### src/rtl/vga_timing_gen.sv
`default_nettype none
// vga_timing_gen: VGA raster timing generator with pixel clock-enable and a two-stage sync/DE/colour pipeline.
// Revision 1.0
module vga_timing_gen #(
  parameter int   H_SYNC   = 96,
  parameter int   H_BACK   = 48,
  parameter int   H_ACTIVE = 640,
  parameter int   H_FRONT  = 16,
  parameter int   V_SYNC   = 2,
  parameter int   V_BACK   = 33,
  parameter int   V_ACTIVE = 480,
  parameter int   V_FRONT  = 10,
  parameter int   CLK_DIV  = 2,
  parameter logic HS_POL   = 1'b0,
  parameter logic VS_POL   = 1'b0,
  parameter int   CNT_W    = 12,
  parameter int   COLOR_W  = 4
) (
  input  logic               I_clk,
  input  logic               I_rst_n,
  output logic               O_pix_ce,
  output logic [CNT_W-1:0]   O_x,
  output logic [CNT_W-1:0]   O_y,
  output logic               O_active,
  output logic               O_line_start,
  output logic               O_frame_start,
  input  logic [COLOR_W-1:0] I_red,
  input  logic [COLOR_W-1:0] I_green,
  input  logic [COLOR_W-1:0] I_blue,
  output logic               O_hs,
  output logic               O_vs,
  output logic               O_de,
  output logic [COLOR_W-1:0] O_red,
  output logic [COLOR_W-1:0] O_green,
  output logic [COLOR_W-1:0] O_blue
);

  localparam int H_TOTAL = H_SYNC + H_BACK + H_ACTIVE + H_FRONT;
  localparam int V_TOTAL = V_SYNC + V_BACK + V_ACTIVE + V_FRONT;

  localparam logic [CNT_W-1:0] H_LAST  = CNT_W'(H_TOTAL - 1);
  localparam logic [CNT_W-1:0] V_LAST  = CNT_W'(V_TOTAL - 1);
  localparam logic [CNT_W-1:0] H_BEG   = CNT_W'(H_SYNC + H_BACK);
  localparam logic [CNT_W-1:0] V_BEG   = CNT_W'(V_SYNC + V_BACK);
  localparam logic [CNT_W-1:0] H_END   = CNT_W'(H_SYNC + H_BACK + H_ACTIVE);
  localparam logic [CNT_W-1:0] V_END   = CNT_W'(V_SYNC + V_BACK + V_ACTIVE);
  localparam logic [CNT_W-1:0] H_SYN_C = CNT_W'(H_SYNC);
  localparam logic [CNT_W-1:0] V_SYN_C = CNT_W'(V_SYNC);

  logic             ce;
  logic [CNT_W-1:0] h;
  logic [CNT_W-1:0] v;
  logic             h_wrap;
  logic             v_wrap;
  logic             in_active;
  logic             hs1;
  logic             vs1;

  generate
    if (CLK_DIV > 1) begin : g_div
      localparam int DIV_W = $clog2(CLK_DIV);
      localparam logic [DIV_W-1:0] DIV_LAST = DIV_W'(CLK_DIV - 1);
      logic [DIV_W-1:0] div;

      always_ff @(posedge I_clk or negedge I_rst_n) begin
        if (!I_rst_n) begin
          div <= '0;
        end else if (div == DIV_LAST) begin
          div <= '0;
        end else begin
          div <= div + DIV_W'(1);
        end
      end

      assign ce = (div == DIV_LAST);
    end else begin : g_nodiv
      // Every clock is a pixel; held low only while reset is asserted.
      assign ce = I_rst_n;
    end
  endgenerate

  assign O_pix_ce = ce;

  assign h_wrap    = (h == H_LAST);
  assign v_wrap    = (v == V_LAST);
  assign in_active = (h >= H_BEG) && (h < H_END) && (v >= V_BEG) && (v < V_END);

  always_ff @(posedge I_clk or negedge I_rst_n) begin
    if (!I_rst_n) begin
      h <= '0;
      v <= '0;
    end else if (ce) begin
      h <= h_wrap ? '0 : h + CNT_W'(1);
      if (h_wrap) begin
        v <= v_wrap ? '0 : v + CNT_W'(1);
      end
    end
  end

  // Stage 1: coordinates and markers from the pre-advance counter values.
  always_ff @(posedge I_clk or negedge I_rst_n) begin
    if (!I_rst_n) begin
      O_x           <= '0;
      O_y           <= '0;
      O_active      <= 1'b0;
      hs1           <= 1'b0;
      vs1           <= 1'b0;
      O_line_start  <= 1'b0;
      O_frame_start <= 1'b0;
    end else begin
      O_line_start  <= ce && (h == '0);
      O_frame_start <= ce && (h == '0) && (v == '0);
      if (ce) begin
        O_active <= in_active;
        O_x      <= in_active ? h - H_BEG : '0;
        O_y      <= in_active ? v - V_BEG : '0;
        hs1      <= (h < H_SYN_C);
        vs1      <= (v < V_SYN_C);
      end
    end
  end

  // Stage 2: syncs, DE and colour leave together, one pixel behind stage 1.
  always_ff @(posedge I_clk or negedge I_rst_n) begin
    if (!I_rst_n) begin
      O_hs    <= ~HS_POL;
      O_vs    <= ~VS_POL;
      O_de    <= 1'b0;
      O_red   <= '0;
      O_green <= '0;
      O_blue  <= '0;
    end else if (ce) begin
      O_hs    <= hs1 ? HS_POL : ~HS_POL;
      O_vs    <= vs1 ? VS_POL : ~VS_POL;
      O_de    <= O_active;
      O_red   <= O_active ? I_red   : '0;
      O_green <= O_active ? I_green : '0;
      O_blue  <= O_active ? I_blue  : '0;
    end
  end

endmodule
`default_nettype wire
### config.mk
export PLATFORM = sky130hd
export DESIGN_NAME = vga_timing_gen
export DESIGN_NICKNAME = d
export VERILOG_FILES = /design/src/rtl/vga_timing_gen.sv
export SDC_FILE = /design/constraint.sdc
export NUM_CORES = 1
export LEC_CHECK = 0
export ABC_AREA = 1
export BUFFER_PORTS_ARGS = -buffer_cell sky130_fd_sc_hd__buf_4
export CAP_MARGIN = 20
export CELL_PAD_IN_SITES_DETAIL_PLACEMENT = 2
export CELL_PAD_IN_SITES_GLOBAL_PLACEMENT = 2
export CORE_MARGIN = 2
export CORE_UTILIZATION = 34
export CTS_BUF_LIST = sky130_fd_sc_hd__clkbuf_4
export CTS_CLUSTER_SIZE = 40
export DETAILED_ROUTE_END_ITERATION = 8
export PLACE_DENSITY = 0.84
export SLEW_MARGIN = 20
export SYNTH_ARGS = -nofsm -noshare
export SYNTH_HDL_FRONTEND = slang
export SYNTH_SLANG_ARGS = --single-unit
export TNS_END_PERCENT = 50
### constraint.sdc
create_clock -name I_clk -period 2 [get_ports I_clk]
set_clock_uncertainty 0.2 [all_clocks]
set_input_delay 0.2 -clock I_clk [delete_from_list [all_inputs] [get_ports I_clk]]
set_output_delay 0.2 -clock I_clk [all_outputs]
set_load 0.02 [all_outputs]
==> flow_metrics.tcl <==
set metrics [dict create \
    status "complete, but fails checks" \
    violations "setup timing" \
    setup_ws_ps -226 \
    n_fill_cell 1170 \
    rr_startpoint "v[1]$_DFFE_PN0P_" \
    period_minus_slack_ps 2230 \
    num_rows 37 \
    num_vias 3788 \
    antenna_found_initial 1 \
    die_w_um 107 \
    drt_iter0_drc 199 \
    drive_above_1_share_pct 30.0 \
    finalNetCount 589 \
    rsz0062_at_grt "yes" \
    synth_top_area_share_pct 46.4 \
    ios 57 \
    clk_pin_slew_ps 180 \
    cts_tree "done" \
    cts_buffers 9 \
    cts-root-buf "clkbuf_4" \
    synthesis.nets 489 \
    holdCritPathClass "input pin to asynchronous set/reset pin" \
    finalInstanceArea_um2 4910 \
    p_leak_nw 2.52 \
    tns_ps -771 \
    slew_headroom_pct 60.2 \
    synth_common_cells "179 x nand2_1, 67 x dfrtp_1, 41 x nor2_1" \
    p_per_area_nw_per_um2 537 \
    die_area_um2 11500 \
    grt_pass1_vias 4158 \
    syn_area_per_cell_um2 7.72 \
    place_congestion 0.818 \
    ir_drop_v 0.000360 \
    wl_per_cell_um 26.2 \
    ys.flop_type "dfrtp_1" \
    crit_type "flop to flop" \
    dpl.hpwl_um 8880 \
    antenna_left 0 \
    ys_top_cells_by_area "dfrtp_1 46%, nand2_1 19%, nand3_1 5.1%" \
    die_h_um 107 \
    area_growth_pct 35.9 \
    yosys_warnings 0 \
    fin_crit_sh_pct 111 \
    hold_viol_final 0 \
    track_usage_pct 28.8 \
    critPathArrivalTime_ps 2290 \
    remaining_drc_errors 0 \
    start_util_pct 35.0 \
    async_flop_share_pct 100 \
    syn_area_um2 3610 \
    seqCellArea_um2 1740 \
    yosysSeqAreaShare_pct 47.9 \
    final-setup-viol-count 19 \
    portBuffers 56 \
    power_w 0.00263 \
    r2r_slack_ps -230 \
    grt_max_degree 51 \
    synth_seq_cells 69 \
    startpoint_type "flop" \
    clock_latency_ps 480 \
    first_pass_iters 4 \
    coreArea_um2 10300 \
    clock.fmax_ghz 0.449 \
    ff2ff_path_depth 8 \
    tightest_slew_ps 591 \
    synth_cells 468 \
    drv_slew 0 \
    clockBufferDepth 2 \
    multi_input_area_um2 1780 \
    yosysTopAreaCell "dfrtp_1" \
    place_area_um2 4290 \
    grt_pass1_wl_um 24500 \
    yosysMostFrequentCell "nand2_1" \
    viasPerCell 5.34 \
    routed_wl_um 18600 \
    r2r-end "v[1]$_DFFE_PN0P_" \
    synth_edf_count 0 \
    dp.cells 665 \
    critPathCaptureType "flop" \
    clock_sinks 69 \
    post_synth_num_cell_types 27 \
    utilization_pct 47.5 \
    instances_no_fill 710 \
    cap_violations 0 \
    htree_levels 3 \
    cp_max_fo 5 \
    crit_required_ps 2060 \
    grt.overflow.total 0 \
]
==> layer usage <==
metal	track usage (%)	vias up	part of all wire [%]
met5	0	-	0
met4	13.5	0	4.7
met3	5.29	51	4.2
met2	52.8	130	53
met1	31.9	1955	38
li1	-	1652	-
==> power by group <==
group          internal [W]  total (W)  switching (W)
Sequential          0.00140    0.00140              0
Clock              0.000519    0.00115       0.000636
Combinational     0.0000394  0.0000833      0.0000439
Total               0.00195    0.00263       0.000680
==> logic make-up (layout without fill, tap and decap cells) <==
kind of cell | after synthesis | count (layout) | share of synthesized area (%)
and+or+nand+nor | 287 | 287 | 33.8
AOI/OAI and AO/OA | 30 | 30 | 4.36
buffers and inverters | 57 | 162 | 7.14
xor gates and xnor gates | 18 | 18 | 4.36
DFF | 69 | 69 | 47.9
adders and majority gates | 7 | 7 | 2.42
other | 0 | 1 | 0
==> layout make-up <==
class / count / area share (%)
multi-input cells: 342 / 36.3
flip-flops and latches: 69 / 35.4
repair buffers: 105 / 18.3
well taps: 136 / 3.47
inverters: 41 / 3.24
clock inverters: 6 / 1.78
clock buffers: 10 / 1.53
diodes: 1 / 0.0510
==> critical path, cell delays in order, from the launching register on <==
cell and delay, ps:
dfrtp_1 450, buf_4 170, inv_1 160, ha_1 240
nand3_1 90, nor2_1 150, nand2_2 150, nand3_1 170
o21ai_0 260
==> worst max-delay path by stage <==
stage	cells past startpoint	startpoint	endpoint	slack, ps
after floorplan	11	h[4]$_DFFE_PN0P_	O_x[10]$_DFFE_PN0P_	220
after global placement	8	h[5]$_DFFE_PN0P_	v[5]$_DFFE_PN0P_	110
after detailed placement	11	h[5]$_DFFE_PN0P_	O_y[0]$_DFFE_PN0P_	-80
after CTS	11	h[4]$_DFFE_PN0P_	O_y[0]$_DFFE_PN0P_	4
after global routing	8	v[1]$_DFFE_PN0P_	v[1]$_DFFE_PN0P_	-260
final	8	v[1]$_DFFE_PN0P_	v[1]$_DFFE_PN0P_	-230
==> through the flow <==
stage	hold WS (ps)	setup WS (ps)
after floorplan	-296	225
after global placement	-137	112
after detailed placement	-133	-75.4
after CTS	85.5	3.79
after global routing	67.5	-265
final	36.3	-226
==> cell usage in the layout (no fill, tap or decap), types with 2 or more instances in the layout <==
cell,n
nand2_1,171
buf_4,86
dfrtp_1,61
nand3_1,36
nor2_1,31
inv_1,29
nand2_2,18
o21ai_0,18
xor2_1,17
dlygate4sd3_1,14
inv_2,10
nor2_4,10
clkbuf_4,10
nor2_2,6
nand4_1,6
dfrtp_2,6
a21oi_1,4
ha_1,4
nand2_4,3
o21ai_1,3
nor3_1,3
ha_4,3
buf_12,3
dfstp_2,2
inv_4,2
o21ai_2,2
nand3_2,2
bufinv_16,2
clkinvlp_4,2
clkbuf_16,2
==> flip-flops by register name (all words and copies together), names as in the netlist <==
register,cells
O_pix_ce,1
v,12
O_green,4
O_blue,4
hs1,1
O_x,12
O_line_start,1
O_y,12
O_active,1
O_de,1
O_vs,1
vs1,1
O_frame_start,1
O_red,4
h,12
O_hs,1
==> repair_timing <==
item / 4_1_cts / 5_1_grt
setup endpoints to repair: 28 / 34
hold buffers: 14 / 0
resized for setup: 8 / 46
cloned: 0 / 2
pin swaps: 1 / 9
buffers inserted: 2 / 10
endpoints found under the hold margin: 81 / 0
Power figures use the tool's default switching activity.
